==> config.mk <==
export PLATFORM = sky130hd
export DESIGN_NAME = fifo_width_upsize
export DESIGN_NICKNAME = d
export VERILOG_FILES = /design/src/rtl/fifo_pkg.sv /design/src/rtl/wconv_packer.sv /design/src/rtl/fifo_width_upsize.sv
export SDC_FILE = /design/constraint.sdc
export NUM_CORES = 1
export LEC_CHECK = 0
export ABC_AREA = 1
export ABC_CLOCK_PERIOD_IN_PS = 6400
export CAP_MARGIN = 5
export CORE_MARGIN = 1
export CORE_UTILIZATION = 35
export CTS_CLUSTER_DIAMETER = 100
export DETAILED_ROUTE_END_ITERATION = 8
export PLACE_DENSITY = 0.62
export SLEW_MARGIN = 20
export SYNTH_ARGS = -nofsm -noshare
export SYNTH_HDL_FRONTEND = slang
export SYNTH_SLANG_ARGS = --single-unit
==> constraint.sdc <==
create_clock -name clk -period 6.4 [get_ports clk]
set_clock_uncertainty 0.15 [all_clocks]
set_input_delay 1.28 -clock clk [delete_from_list [all_inputs] [get_ports clk]]
set_output_delay 1.28 -clock clk [all_outputs]
set_load 0.05 [all_outputs]
==> src/rtl/fifo_pkg.sv <==
// Shared types and elaboration helpers for the narrow-to-wide packing FIFO.
package fifo_pkg;

  // Bit offset of a packer lane inside the wide word for the chosen lane order.
  function automatic int lane_lsb(input int lane, input int in_w, input int ratio,
                                  input int lsb_first);
    return (lsb_first != 0) ? lane * in_w : (ratio - 1 - lane) * in_w;
  endfunction

  function automatic int level_w(input int depth);
    return $clog2(depth) + 1;
  endfunction

  function automatic int ptr_w(input int depth);
    return (depth > 1) ? $clog2(depth) : 1;
  endfunction

  typedef struct packed {
    logic accept;
    logic commit;
    logic drop;
  } pk_evt_t;

endpackage

==> src/rtl/wconv_packer.sv <==
// Lane register and fill counter that assemble RATIO narrow words into one wide word,
// with zero-padded flush and a single-cycle commit strobe toward storage.
module wconv_packer
  import fifo_pkg::*;
#(
  parameter int IN_W      = 8,
  parameter int RATIO     = 2,
  parameter int LSB_FIRST = 0,
  parameter int OUT_W     = IN_W * RATIO,
  parameter int LANE_W    = $clog2(RATIO)
) (
  input  logic              clk,
  input  logic              rst,
  input  logic              wr_en,
  input  logic [IN_W-1:0]   wr_data,
  input  logic              flush,
  input  logic              full,
  input  logic              room,
  output logic              commit,
  output logic              drop,
  output logic [OUT_W-1:0]  commit_data,
  output logic [LANE_W-1:0] lane_fill
);

  localparam logic [LANE_W-1:0] LAST_LANE = LANE_W'(RATIO - 1);

  logic [OUT_W-1:0]  lanes_q, lanes_d;
  logic [LANE_W-1:0] fill_q, fill_d;
  pk_evt_t           evt;

  always_comb begin
    evt        = '0;
    lanes_d    = lanes_q;
    fill_d     = fill_q;
    evt.accept = wr_en && !full;
    evt.drop   = wr_en && full;
    if (evt.accept) begin
      for (int i = 0; i < RATIO; i++) begin
        if (fill_q == LANE_W'(i)) lanes_d[lane_lsb(i, IN_W, RATIO, LSB_FIRST) +: IN_W] = wr_data;
      end
      if (fill_q == LAST_LANE) evt.commit = 1'b1;
      else                     fill_d     = fill_q + LANE_W'(1);
    end
    // Flush sees the same-cycle write already merged; with no room the packer keeps its lanes.
    if (flush && !evt.commit && (evt.accept || fill_q != '0)) begin
      if (room) evt.commit = 1'b1;
      else      evt.drop   = 1'b1;
    end
    commit_data = lanes_d;
    // Clearing on commit is what zero-pads the unfilled lanes of the next flushed word.
    if (evt.commit) begin
      lanes_d = '0;
      fill_d  = '0;
    end
  end

  always_ff @(posedge clk) begin
    if (rst) begin
      lanes_q <= '0;
      fill_q  <= '0;
    end else begin
      lanes_q <= lanes_d;
      fill_q  <= fill_d;
    end
  end

  assign commit    = evt.commit;
  assign drop      = evt.drop;
  assign lane_fill = fill_q;

endmodule

==> src/rtl/fifo_width_upsize.sv <==
// Synchronous FIFO packing RATIO narrow writes into each wide read word, with flush,
// occupancy level and sticky overflow/underflow flags.
module fifo_width_upsize
  import fifo_pkg::*;
#(
  parameter int IN_W      = 8,
  parameter int RATIO     = 2,
  parameter int DEPTH     = 4,
  parameter int LSB_FIRST = 0
) (
  input  logic                       clk,
  input  logic                       rst,
  input  logic                       wr_en,
  input  logic [IN_W-1:0]            wr_data,
  input  logic                       flush,
  output logic                       full,
  input  logic                       rd_en,
  output logic [IN_W*RATIO-1:0]      rd_data,
  output logic                       rd_valid,
  output logic                       empty,
  output logic [$clog2(DEPTH):0]     level,
  output logic [$clog2(RATIO)-1:0]   lane_fill,
  output logic                       overflow,
  output logic                       underflow
);

  localparam int OUT_W  = IN_W * RATIO;
  localparam int LANE_W = $clog2(RATIO);
  localparam int PTR_W  = ptr_w(DEPTH);
  localparam int LVL_W  = level_w(DEPTH);

  logic [OUT_W-1:0] mem_q [DEPTH];

  logic [PTR_W-1:0] wr_ptr_q, wr_ptr_d;
  logic [PTR_W-1:0] rd_ptr_q, rd_ptr_d;
  logic [LVL_W-1:0] level_q, level_d;
  logic [OUT_W-1:0] rd_data_q, rd_data_d;
  logic             rd_valid_q, rd_valid_d;
  logic             overflow_q, overflow_d;
  logic             underflow_q, underflow_d;

  logic             pop, room, commit, drop;
  logic [OUT_W-1:0] commit_data;

  assign empty = (level_q == '0);
  assign full  = (level_q == LVL_W'(DEPTH)) && (lane_fill == LANE_W'(RATIO - 1));
  assign pop   = rd_en && !empty;
  // A pop in the same cycle frees the slot a flush commit needs.
  assign room  = (level_q != LVL_W'(DEPTH)) || pop;

  wconv_packer #(
    .IN_W      (IN_W),
    .RATIO     (RATIO),
    .LSB_FIRST (LSB_FIRST),
    .OUT_W     (OUT_W),
    .LANE_W    (LANE_W)
  ) u_packer (
    .clk         (clk),
    .rst         (rst),
    .wr_en       (wr_en),
    .wr_data     (wr_data),
    .flush       (flush),
    .full        (full),
    .room        (room),
    .commit      (commit),
    .drop        (drop),
    .commit_data (commit_data),
    .lane_fill   (lane_fill)
  );

  always_comb begin
    wr_ptr_d    = commit ? wr_ptr_q + PTR_W'(1) : wr_ptr_q;
    rd_ptr_d    = pop ? rd_ptr_q + PTR_W'(1) : rd_ptr_q;
    rd_data_d   = pop ? mem_q[rd_ptr_q] : rd_data_q;
    rd_valid_d  = pop;
    overflow_d  = overflow_q || drop;
    underflow_d = underflow_q || (rd_en && empty);
    level_d     = level_q;
    unique case ({commit, pop})
      2'b10:   level_d = level_q + LVL_W'(1);
      2'b01:   level_d = level_q - LVL_W'(1);
      default: level_d = level_q;
    endcase
  end

  // Storage holds data only; occupancy is tracked by pointers and level.
  always_ff @(posedge clk) begin
    if (commit) mem_q[wr_ptr_q] <= commit_data;
  end

  always_ff @(posedge clk) begin
    if (rst) begin
      wr_ptr_q    <= '0;
      rd_ptr_q    <= '0;
      level_q     <= '0;
      rd_data_q   <= '0;
      rd_valid_q  <= 1'b0;
      overflow_q  <= 1'b0;
      underflow_q <= 1'b0;
    end else begin
      wr_ptr_q    <= wr_ptr_d;
      rd_ptr_q    <= rd_ptr_d;
      level_q     <= level_d;
      rd_data_q   <= rd_data_d;
      rd_valid_q  <= rd_valid_d;
      overflow_q  <= overflow_d;
      underflow_q <= underflow_d;
    end
  end

  assign rd_data   = rd_data_q;
  assign rd_valid  = rd_valid_q;
  assign level     = level_q;
  assign overflow  = overflow_q;
  assign underflow = underflow_q;

endmodule
---- After elaboration in Yosys (flattened, before gate mapping) ----
Memories as Yosys holds them, arrays and structs flattened. A register that Yosys moved wholly into a read port is not among the register bits.
Cells that the tools add are included.
operators by class
  reduce and logical (&&, ||, !) cells .... 17
  equality and inequality tests ........... 4
  mux-type cells .......................... 12
  add/sub/neg operators ................... 5
operators with widths
  operator                                           number
  2-to-1 mux 16 bit                                  1
  2-to-1 mux 8 bit                                   2
  logical AND 1 bit                                  7
  2-to-1 mux 1 bit                                   7
  case mux 3 bit (2 select lines)                    1
  adder 2 x 1 -> 2 bit (second input constant)       2
  logical OR 1 bit                                   4
  adder 3 x 1 -> 3 bit (second input constant)       1
  == test 3 bit (second input constant)              1
  zero test 1 bit                                    3
  zero test 3 bit                                    1
  != test 3 bit (second input constant)              1
  subtractor 3 x 1 -> 3 bit (second input constant)  1
  == test 2 x 1 -> 1 bit (second input constant)     1
  == test 2 bit (second input constant)              1
  2-to-1 mux 2 bit                                   1
  nonzero test 2 bit                                 1
  OR reduction 2 bit                                 1
  adder 1 bit (second input constant)                1
storage, ports and cells
  input port bits ......................... 13
  bits in registers ....................... 27
  RAM bits ................................ 64
  output and inout bits ................... 25
  memories ................................ 1
memories
  memory  words  bits a word  read ports  clocked after memory_dff  wr ports  RTL line                 source
  mem_q   4      16           1           1                         1         fifo_width_upsize.sv:32  logic [OUT_W-1:0] mem_q [DEPTH];

---- Logic depth before layout (Yosys ltp) ----
Gate-level depths: netlist of run 1.
  depth after elaboration ................. 11
  mapped depth ............................ 13
  gate-level depth less buffers ........... 13

---- By module ----
Synthesis of run 1 repeated with hierarchy kept, for this count alone.
second synthesis, totals
  cell total of the unflattened synthesis .. 541
  area, all modules ....................... 4,834.6 um2
by module, submodules not included
  module             times used  cells an instance  sequential area each (um2)  area each (um2)
  fifo_width_upsize  1           424                2,442.3                     3,938.8
  wconv_packer       1           117                340.3                       895.9

---- Least setup slack after synthesis of run 1 ----
OpenSTA, ideal clock, no wires.
  path kind ............................... input port to flip-flop
  start ................................... input wr_en
  end ..................................... memory mem_q[0][0] in the netlist's numbering (enable)
  required time ........................... 5,861 ps
  data arrival time ....................... 2,450 ps
  path slack .............................. 3,412 ps
  path buffers ............................ 0
  library setup time ...................... 389 ps
  cell stages on the path ................. 6
  cells stage by stage .................... nor2_1 -> nor2_1 -> nand2_2 -> nand2_1 -> inv_1 -> nor2_1
between the ends
  longest elaborated chain between the ends .. 8
  elaborated cells between the ends (all ways) .. 10
ends and longest elaborated chain
  element                                     RTL line                 source
  start: declaration                          fifo_width_upsize.sv:13  input logic wr_en,
  logical AND 1 bit (*)                       wconv_packer.sv:35       evt.accept = wr_en && !full;
  2-to-1 mux 1 bit                            wconv_packer.sv:37       if (evt.accept) begin
  zero test 1 bit                             wconv_packer.sv:45       if (flush && !evt.commit && (evt.accept || fill_q != '0)) begin
  logical AND 1 bit (2 in a row)              wconv_packer.sv:45
  2-to-1 mux 2 bit (*)                        wconv_packer.sv:45
  2-to-1 mux 1 bit (*)                        fifo_width_upsize.sv:88  if (commit) mem_q[wr_ptr_q] <= commit_data;
  2-to-1 mux 1 bit (implied by the code) (*)  fifo_width_upsize.sv:88
  end: declaration                            fifo_width_upsize.sv:32
Mark *: on every way between the ends. The rest lies on a longest branch, timed or not.

---- Worst setup path in the final report of run 1 ----
  start ................................... input rd_en
  end ..................................... register level_q[2] (netlist: level[2])
between the ends
  longest elaborated chain between the ends .. 6
  elaborated cells between the ends (all ways) .. 8
ends and longest elaborated chain
  element                                                                RTL line                  source
  start: declaration                                                     fifo_width_upsize.sv:17   input logic rd_en,
  logical AND 1 bit (*)                                                  fifo_width_upsize.sv:47   assign pop = rd_en && !empty;
  logical OR 1 bit                                                       fifo_width_upsize.sv:49   assign room = (level_q != LVL_W'(DEPTH)) || pop;
  2-to-1 mux 1 bit                                                       wconv_packer.sv:46        if (room) evt.commit = 1'b1;
  2-to-1 mux 2 bit                                                       wconv_packer.sv:45
  == test 2 x 1 -> 1 bit or == test 2 bit (tied branches)                fifo_width_upsize.sv:79   unique case ({commit, pop})
  case mux 3 bit (2 select lines) or nonzero test 2 bit (tied branches)  --
  end signal: assignment                                                 fifo_width_upsize.sv:103  level_q <= level_d;
  end: declaration                                                       fifo_width_upsize.sv:36   logic [LVL_W-1:0] level_q, level_d;
Marked as above.
A chain may end at the register's enable or synchronous reset.

==> results by group, run 1 <==
Cells and area
  – Layout cells sized above 1: 4.99%
  – Layout area overhead: 17.7%
  – # diodes: 0
  – Final Net Count: 495

Detailed routing
  – Drt wl/cell: 13.0 um
  – DRC viols: 0
  – Post-DRT Antenna Nets: 0
  – Final wirelength: 8150 um
  – Initial DRC count: 116
  – Vias: 2,840
  – Initial DRT Pass Iterations: 4
  – Avg Vias per Cell: 4.52

GRT
  – GR met2 Demand/Resource: 20.3%
  – Met3 Use GR: 2.00%
  – Overflow after GRT: 0
  – Total track usage: 13.6%
  – Largest net degree at the start of global routing: 36
  – Global-route wire length before repair: 13,200 um
  – Antenna violations before repair: 0
  – Vias in the first global route: 2,685
  – Grt peak-use layer: met2
  – Met1 track demand over resource: 19.5%

Worst setup path
  – Crit path DAT: 3.68 ns
  – Worst stage delay on the critical path: 0.47 ns
  – Top Family by Delay on Critical Path: buffers and inverters
  – Crit path buf inv count: 3
  – Most frequent CP cell: nand2_1
  – CP endpoint kind: flop
  – WS Path Type: input port to flop
  – Slowest library cell on the worst path: clkdlybuf4s50_1
  – Worst EP required: 6.48 ns
  – Critical-path cell list: clkdlybuf4s50_1, nand2_1, inv_2, ha_1, inv_1, fa_1, nand2_1, nand3_1, o21ai_0, a21oi_1
  – Crit Path Max Fanout: 21
  – Worst setup SP type: input port
  – R2R setup slack: 3.65 ns

Synthesis
  – Synthesis-stage register bit count: 107
  – Register area share after synthesis: 65.0%
  – Distinct cells, synth: 22
  – Main combinational cell family by area after synthesis: simple AND/OR/NAND/NOR gates
  – Ys Warns: 0
  – Syn Std Cell Area: 0.00428 mm^2
  – Post-synthesis mux area share: 0%
  – Post-synthesis simple-gate area fraction: 16.6%
  – Post-Syn Nets: 464
  – Compound-gate portion of the synthesized area: 9.07%
  – Synth Area in XOR/XNOR: 0%
  – Syn Area/Cell: 9.61 um^2
  – Adder-cell area share of the yosys netlist: 1.93%
  – Syn Inst Count: 445

Clock network
  – Resize count post-CTS: 0
  – Total CTS buffers: 9
  – Clock Tree Buf Depth: 2
  – Setup Fix Bufs, Post-CTS: 0
  – CTS root buf: clkbuf_16
  – Clk pin slew, worst setup/hold paths: 0.07 ns
  – Clock sink count: 107
  – Worst skew pair latency: 0.34 ns
  – H-Tree Depth: 3
  – CTS tree: built
  – Hold-fix buffer count after cts: 0

STA
  – RSZ-0062 raised after global routing: false
  – Final setup viols: 0
  – Final hold vios: 0
  – Crit path time final: 3.60 ns
  – Slew @ Worst Pin: 0.901 ns
  – Slew Viols, Final: 0
  – WHS: 0.342 ns
  – Fmax: 278 MHz
  – Sum Neg Setup Slack: 0 ns
  – Relative slew slack: 39.8%
  – Period utilisation layout: 56.2%

Floorplan
  – Initial Util: 35.8%
  – IO Count: 38
  – Core area: 0.0120 mm^2
  – Die area: 0.0127 mm^2
  – Die height: 113 um
  – FP Rows: 40
  – Die Wd: 113 um

Outcome
  – Outcome: complete, no violations

Min path
  – HP Class: flop to flop

Pwr
  – Cell Pwr Density: 408 mW/mm^2
  – Lkg Pwr: 0.00204 uW
  – Peak VDD IR: 138 uV

Place
  – GP Congestion: 0.774
  – Hpwl dp: 5810 um
  – PortBufs: 37

Flow run
  – Max Cap Violations: 0
==> Yosys cell counts, drive strengths merged <==
cell type / number / area (um^2)
nor2: 130 / 490
o21ai: 69 / 345
edfxtp: 64 / 1920
inv: 55 / 206
nand2: 45 / 171
dfxtp: 43 / 861
buf: 14 / 87.6
a21oi: 7 / 35.0
nand3: 6 / 47.6
clkbuf: 5 / 21.3
ha: 5 / 62.6
fa: 1 / 20.0
o21a: 1 / 7.51
==> flip-flops by register name, indices dropped and copies added, names as in the netlist <==
register            count
mem_q                  64
rd_data                16
u_packer.lanes_q       16
level                   3
rd_ptr_q                2
wr_ptr_q                2
overflow                1
rd_valid                1
u_packer.lane_fill      1
underflow               1
==> final cells by class <==
type                       instances  area (um^2)
timing repair buffer              39          385
sequential                       107         2780
tap                              147          184
multi-input combinational        264         1190
inverter                          55          206
clock inverter                     3         40.0
fill                            1150         6930
clock buffer                      13          250
==> through the flow <==
stage                     total power, uW  setup WS, ns  util [%]  instances  cell area (um^2)
after floorplan                      1350          3.41         -        445              4280
after global placement               1520          2.40      39.6        612              4740
after detailed placement             1530          2.42      39.6        612              4740
after CTS                            2070          2.77      42.1        628              5030
after global routing                 2160          2.52      42.1        628              5040
final                                2050          2.80      42.1        628              5040
==> worst paths after layout <==
check | startpoint | end | cells past startpoint
worst max-delay path | rd_en | level[2]$_SDFFE_PP0P_ | 10
worst min register to register | underflow$_SDFF_PP0_ | underflow$_SDFF_PP0_ | 1
worst max register to register | level[2]$_SDFFE_PP0P_ | level[2]$_SDFFE_PP0P_ | 11
worst min-delay path | underflow$_SDFF_PP0_ | underflow$_SDFF_PP0_ | 1
==> cell usage in the layout, fill, tap and decap left out, drive strengths merged <==
master	netlist	routed
nor2	130	130
o21ai	69	69
edfxtp	64	64
inv	55	55
nand2	45	45
dfxtp	43	43
clkdlybuf4s50	0	37
clkbuf	5	13
a21oi	7	7
nand3	6	6
ha	5	5
clkinv	0	2
buf	14	2
o21a	1	1
fa	1	1
bufinv	0	1
==> kinds of logic (layout without fill, tap and decap cells) <==
kind of cell / count (synthesis) / after routing
AOI/OAI and AO/OA: 77 / 77
adders and majority gates: 6 / 6
buffers and inverters: 74 / 110
DFF: 107 / 107
and+or+nand+nor: 181 / 181
==> power by group <==
part           switching [uW]  internal [uW]
Combinational             449            191
Clock                     224            313
Sequential               44.0            832
==> routing by layer <==
layer	vias up	routed length, um
met5	-	0
met4	0	139
met3	9	234
met2	53	3490
met1	1291	4290
li1	1487	-
No activity file was read; power rests on OpenSTA's default activity.
==> inputs of run 2 (changes only) <==
--- a/config.mk
+++ b/config.mk
@@ -6,7 +6,7 @@
 export NUM_CORES = 1
 export LEC_CHECK = 0
 export ABC_AREA = 1
-export ABC_CLOCK_PERIOD_IN_PS = 6400
+export ABC_CLOCK_PERIOD_IN_PS = 3600
 export CAP_MARGIN = 5
 export CORE_MARGIN = 1
 export CORE_UTILIZATION = 35
==> constraint.sdc (replaced) <==
create_clock -name clk -period 3.6 [get_ports clk]
set_clock_uncertainty 0.15 [all_clocks]
set_input_delay 0.72 -clock clk [delete_from_list [all_inputs] [get_ports clk]]
set_output_delay 0.72 -clock clk [all_outputs]
set_load 0.05 [all_outputs]
==> run 2 against run 1 <==
Net effect:
- global-route usage rose by 0.29 points
- register-to-register slack got worse by 2.3 ns
- die area did not move
- cell count rose by 0.80%
- first-iteration DRC count rose by 60%
- worst hold slack got worse by 0.017 ns
- design area rose by 0.80%
- sequential cell count did not move
==> results by group, run 2 (synthesis results as in run 1) <==
STA
  – Slew Viols, Final: 0 (unchanged)
  – RSZ-0062 raised after global routing: false
  – Crit path time final: 2.75 ns
  – Sum Neg Setup Slack: 0 ns (unchanged)
  – Setup ws final: 0.850 ns (-1.95 ns)
  – Final hold vios: 0 (unchanged)
  – Period utilisation layout: 76.4%
  – Final setup viols: 0 (unchanged)
  – Relative slew slack: 39.5% (-0.30 points)
  – Fmax: 364 MHz
  – Slew @ Worst Pin: 0.906 ns (+0.00449 ns)

Floorplan
  – FP Rows: 40 (unchanged)
  – Die Wd: 113 um (unchanged)
  – Die height: 113 um (unchanged)
  – IO Count: 38 (unchanged)
  – Die area: 0.0127 mm^2 (unchanged)
  – Core area: 0.0120 mm^2 (unchanged)
  – Initial Util: 35.8% (unchanged)

Cells and area
  – Reg with most FFs: mem_q
  – Max FFs per register: 64 (unchanged)
  – # diodes: 0 (unchanged)
  – Most frequent cells in the layout: 129 x nor2_1, 64 x edfxtp_1, 58 x o21ai_0, 53 x inv_1, 44 x nand2_1
  – Layout cells sized above 1: 5.76% (+0.77 points)
  – Commonest non-fill, non-tap cell in the layout: nor2_1
  – Final instance area: 0.00508 mm^2 (+0.80%)
  – Layout area overhead: 18.7%
  – Final Net Count: 500 (+1.0%)

Place
  – Post-Place Setup Slack: 0.538 ns (-1.88 ns)
  – GP Congestion: 0.699 (-9.7%)
  – Placed inst area: 0.00478 mm^2 (+0.74%)
  – PortBufs: 37 (unchanged)
  – Hpwl dp: 5330 um (-8.2%)

Min path
  – Hold Path Origin: underflow$_SDFF_PP0_
  – Hold path endpoint: underflow$_SDFF_PP0_
  – Hold Crit Depth: 1 (unchanged)
  – HP Class: flop to flop

Detailed routing
  – Avg Vias per Cell: 4.49 (-0.79%)
  – Final wirelength: 8220 um (+0.91%)
  – Vias: 2,840 (unchanged)
  – Drt wl/cell: 13.0 um (+0.11%)
  – Initial DRC count: 186 (+60%)
  – DRC viols: 0 (unchanged)
  – Initial DRT Pass Iterations: 4 (unchanged)
  – Post-DRT Antenna Nets: 0 (unchanged)

Worst setup path
  – Crit Path Max Fanout: 3 (-86%)
  – R2R Path Start: level[0]$_SDFFE_PP0P_
  – WS Path Type: flop to output port
  – CP endpoint kind: output port
  – R2R setup slack: 1.36 ns (-2.29 ns)
  – R2R Path End: level[2]$_SDFFE_PP0P_
  – Crit path DAT: 1.88 ns (-1.80 ns)
  – Critical-path cell list: nor2_2, nand2_1, nor2_1, clkdlybuf4s50_1
  – R2R depth: 12 (+1)
  – Worst setup SP type: flop
  – CP startpoint: level[0]$_SDFFE_PP0P_
  – Slowest library cell on the worst path: clkdlybuf4s50_1
  – Worst stage delay on the critical path: 0.81 ns (+0.34 ns)
  – Worst EP required: 2.73 ns (-3.75 ns)

GRT
  – Met1 track demand over resource: 19.1% (-0.32 points)
  – GR met2 Demand/Resource: 22.0% (+1.7 points)
  – Global-route wire length before repair: 13,500 um (+1.7%)
  – Grt peak-use layer: met2
  – Total track usage: 13.9% (+0.29 points)
  – Met3 Use GR: 2.27% (+0.27 points)
  – Overflow after GRT: 0 (unchanged)
  – Vias in the first global route: 2,726 (+1.5%)
  – Largest net degree at the start of global routing: 36 (unchanged)
  – Antenna violations before repair: 0 (unchanged)

Clock network
  – CTS tree: built
  – Setup Fix Bufs, Post-CTS: 0 (unchanged)
  – Clock Tree Buf Depth: 2 (unchanged)
  – Resize count post-CTS: 0 (unchanged)
  – Hold-fix buffer count after cts: 0 (unchanged)
  – H-Tree Depth: 3 (unchanged)
  – Clock sink count: 107 (unchanged)
  – Worst skew pair latency: 0.34 ns (about the same)
  – Clk pin slew, worst setup/hold paths: 0.07 ns (about the same)
  – Total CTS buffers: 9 (unchanged)
  – CTS root buf: clkbuf_16

Pwr
  – Cell Pwr Density: 726 mW/mm^2 (+78%)
  – Peak VDD IR: 229 uV (+66%)
  – Lkg Pwr: 0.00206 uW (+1.1%)
  – Total Power: 3680 uW (+79%)

Outcome
  – Outcome: complete, no violations

Flow run
  – Max Cap Violations: 0 (unchanged)
## run 2: cell count changes in the layout (fill, tap and decap cells not counted)
cell	change
inv_6	+3
clkinvlp_4	+2
clkbuf_8	-1
nor2_1	+3
clkbuf_1	-3
nor2_2	-3
buf_4	+5
clkinv_1	+1
clkinv_2	-2
## run 2: area by class of cell
cell class,instances,area [um^2]
fillers,1161,6890
clock buffers,9,225
repair buffers,44,423
clock inverters,7,75.1
inverters,55,206
well taps,147,184
multi-input cells,264,1180
flip-flops and latches,107,2780
## run 2: worst max path at each step
stage	end	slack (ns)	cells after the start
final	full	0.85	4
after global routing	level[2]$_SDFFE_PP0P_	0.76	13
after CTS	full	0.84	4
after detailed placement	level[2]$_SDFFE_PP0P_	0.54	13
after global placement	level[2]$_SDFFE_PP0P_	0.64	13
after floorplan	mem_q[0][0]$_DFFE_PP_	1.15	6
## run 2: report_power, final
group | leakage [uW] | internal (uW) | switching, uW
clock | 0.000140 | 544 | 441
combinational | 0.000973 | 348 | 799
sequential | 0.000948 | 1480 | 74.9
total | 0.00206 | 2370 | 1310
## run 2: metrics by stage
stage / instances / hold WS, ns / utilization [%]
2_1_floorplan: 445 / 0.374 / -
3_3_place_gp: 617 / 0.306 / 39.9
3_5_place_dp: 617 / 0.312 / 39.9
4_1_cts: 633 / 0.329 / 42.4
5_1_grt: 633 / 0.360 / 42.4
6_report: 633 / 0.325 / 42.4
## run 2: critical path, delay by kind of cell, from the launching register on
family	cells	cell delay (ns)
flip-flops	1	0.34
AND/OR/NAND/NOR	3	0.38
buffers and inverters	1	0.81
## run 2: per-layer routing
metal,up-vias,routed length (um)
li1,1496,-
met1,1286,4140
met3,8,245
met5,-,0
met4,0,110
met2,50,3730
==> inputs of run 3 (changes only) <==
--- a/config.mk
+++ b/config.mk
@@ -6,13 +6,13 @@
 export NUM_CORES = 1
 export LEC_CHECK = 0
 export ABC_AREA = 1
-export ABC_CLOCK_PERIOD_IN_PS = 3600
+export ABC_CLOCK_PERIOD_IN_PS = 2350
 export CAP_MARGIN = 5
 export CORE_MARGIN = 1
 export CORE_UTILIZATION = 35
 export CTS_CLUSTER_DIAMETER = 100
 export DETAILED_ROUTE_END_ITERATION = 8
-export PLACE_DENSITY = 0.62
+export PLACE_DENSITY = 0.64
 export SLEW_MARGIN = 20
 export SYNTH_ARGS = -nofsm -noshare
 export SYNTH_HDL_FRONTEND = slang
==> constraint.sdc (replaced) <==
create_clock -name clk -period 2.35 [get_ports clk]
set_clock_uncertainty 0.15 [all_clocks]
set_input_delay 0.47 -clock clk [delete_from_list [all_inputs] [get_ports clk]]
set_output_delay 0.47 -clock clk [all_outputs]
set_load 0.05 [all_outputs]
==> run 3 against run 2 <==
Net effect:
- register-to-register slack worse by 1.0 ns
- count of clock-buffer cells in the layout is 2 higher
- global-route usage hardly changed
- critical path type unchanged
- first-iteration DRC count is 26% lower
==> results by group, run 3 (synthesis results as in run 1) <==
Outcome
  – Outcome: complete, no violations

Floorplan
  – Initial Util: 35.8% (unchanged)
  – Die Wd: 113 um (unchanged)
  – Die height: 113 um (unchanged)
  – Die area: 0.0127 mm^2 (unchanged)
  – FP Rows: 40 (unchanged)
  – Core area: 0.0120 mm^2 (unchanged)
  – IO Count: 38 (unchanged)

GRT
  – Overflow after GRT: 0 (unchanged)
  – Vias in the first global route: 2,772 (+1.7%)
  – Antenna violations before repair: 0 (unchanged)
  – Largest net degree at the start of global routing: 36 (unchanged)
  – Total track usage: 13.9% (-0.024 points)
  – Global-route wire length before repair: 13,800 um (+2.2%)

Cells and area
  – Max FFs per register: 64 (unchanged)
  – Layout area overhead: 22.3%
  – # diodes: 0 (unchanged)
  – Final instance area: 0.00523 mm^2 (+3.1%)
  – Final Non-Filler Cells: 649 (+2.5%)
  – Fillers: 1,097 (-5.5%)
  – Layout cells sized above 1: 9.16% (+3.4 points)
  – Most frequent cells in the layout: 128 x nor2_1, 64 x edfxtp_1, 57 x o21ai_0, 53 x inv_1, 44 x nand2_1
  – Final Net Count: 516 (+3.2%)
  – Reg with most FFs: mem_q
  – Commonest non-fill, non-tap cell in the layout: nor2_1

Place
  – Post-Place Setup Slack: -0.251 ns (-0.790 ns)
  – Placed inst area: 0.00492 mm^2 (+3.0%)
  – GP Congestion: 0.764 (+9.3%)
  – PortBufs: 37 (unchanged)
  – Cells after DPL: 633 (+2.6%)
  – Hpwl dp: 5780 um (+8.4%)

Min path
  – Hold Crit Depth: 1 (unchanged)
  – Hold path endpoint: underflow$_SDFF_PP0_
  – HP Class: flop to flop
  – Hold Path Origin: underflow$_SDFF_PP0_

STA
  – Slew @ Worst Pin: 0.534 ns (-0.372 ns)
  – Final setup viols: 0 (unchanged)
  – Final hold vios: 0 (unchanged)
  – Fmax: 454 MHz
  – Slew Viols, Final: 0 (unchanged)
  – RSZ-0062 raised after global routing: false
  – Relative slew slack: 64.3% (+25 points)
  – Setup ws final: 0.148 ns (-0.702 ns)
  – Crit path time final: 2.20 ns
  – Period utilisation layout: 93.7%

Worst setup path
  – Crit path DAT: 1.58 ns (-0.30 ns)
  – Worst EP required: 1.73 ns (-1.00 ns)
  – WS Path Type: flop to output port
  – R2R depth: 12 (unchanged)
  – Crit path buf inv count: 1 (unchanged)
  – Slowest library cell on the worst path: clkdlybuf4s50_1
  – Top Family by Delay on Critical Path: buffers and inverters
  – R2R setup slack: 0.32 ns (-1.04 ns)
  – R2R Path End: level[2]$_SDFFE_PP0P_
  – CP endpoint kind: output port
  – Worst setup SP type: flop
  – Crit Path Max Fanout: 4 (+1)
  – Worst stage delay on the critical path: 0.83 ns (+0.02 ns)
  – Critical-path cell list: clkdlybuf4s50_1
  – R2R Path Start: level[0]$_SDFFE_PP0P_

Pwr
  – Peak VDD IR: 439 uV (+92%)
  – Lkg Pwr: 0.00215 uW (+4.5%)
  – Cell Pwr Density: 1100 mW/mm^2 (+52%)
  – Total Power: 5760 uW (+56%)

Detailed routing
  – Avg Vias per Cell: 4.56 (+1.6%)
  – Drt wl/cell: 12.8 um (-1.4%)
  – Initial DRT Pass Iterations: 4 (unchanged)
  – Vias: 2,958 (+4.2%)
  – Final wirelength: 8320 um (+1.1%)
  – Post-DRT Antenna Nets: 0 (unchanged)
  – DRC viols: 0 (unchanged)
  – Initial DRC count: 138 (-26%)

Clock network
  – H-Tree Depth: 3 (unchanged)
  – Clock sink count: 107 (unchanged)
  – Setup Fix Bufs, Post-CTS: 0 (unchanged)
  – Clk pin slew, worst setup/hold paths: 0.07 ns (about the same)
  – Clock Tree Buf Depth: 2 (unchanged)
  – Worst skew pair latency: 0.33 ns (about the same)
  – CTS root buf: clkbuf_16
  – Total CTS buffers: 9 (unchanged)
  – CTS tree: built

Flow run
  – Max Cap Violations: 0 (unchanged)
## run 3: layer usage
metal	track usage, %	routed length [um]	share of wire [%]	vias up
met2	21.6	3740	45	63
met4	5.69	55	0.66	0
li1	-	-	-	1525
met5	0	0	0	-
met3	2.59	359	4.3	2
met1	19.2	4160	50	1368
## run 3: power breakdown
part | switching [uW] | internal [uW]
logic | 1250 | 587
clock network | 619 | 931
registers | 104 | 2270
total | 1980 | 3780
## run 3: stage by stage
step                TNS, ns  hold WS, ns  utilization [%]
floorplan             -6.53        0.374                -
global placement     -0.143        0.302             41.1
detailed placement   -0.324        0.324             41.1
CTS                       0        0.340             43.7
global route              0        0.347             43.7
finish                    0        0.333             43.7
## run 3: worst max path at each step
stage / from / end / slack (ns) / depth (start not counted)
floorplan: u_packer.lane_fill$_SDFFE_PP0N_ / mem_q[0][0]$_DFFE_PP_ / -0.10 / 6
global placement: wr_en / level[2]$_SDFFE_PP0P_ / -0.14 / 13
detailed placement: wr_en / level[2]$_SDFFE_PP0P_ / -0.25 / 13
CTS: wr_en / level[2]$_SDFFE_PP0P_ / 0.1 / 13
global route: wr_en / level[2]$_SDFFE_PP0P_ / 0.01 / 13
finish: level[1]$_SDFFE_PP0P_ / level[1] / 0.15 / 1
## run 3: layout make-up
type | count | area, um^2 | area share [%]
flip-flops and latches | 107 | 2780 | 53.2
clock buffers | 11 | 233 | 4.45
inverters | 55 | 206 | 3.95
well taps | 147 | 184 | 3.52
clock inverters | 5 | 78.8 | 1.51
multi-input cells | 264 | 1180 | 22.6
repair buffers | 60 | 563 | 10.8
## run 3: repair_timing
| item | in CTS | in global routing |
|---|---|---|
| endpoints found under the setup margin | 0 | 1 |
| gates resized for setup | 0 | 2 |
| hold buffers | 0 | 0 |
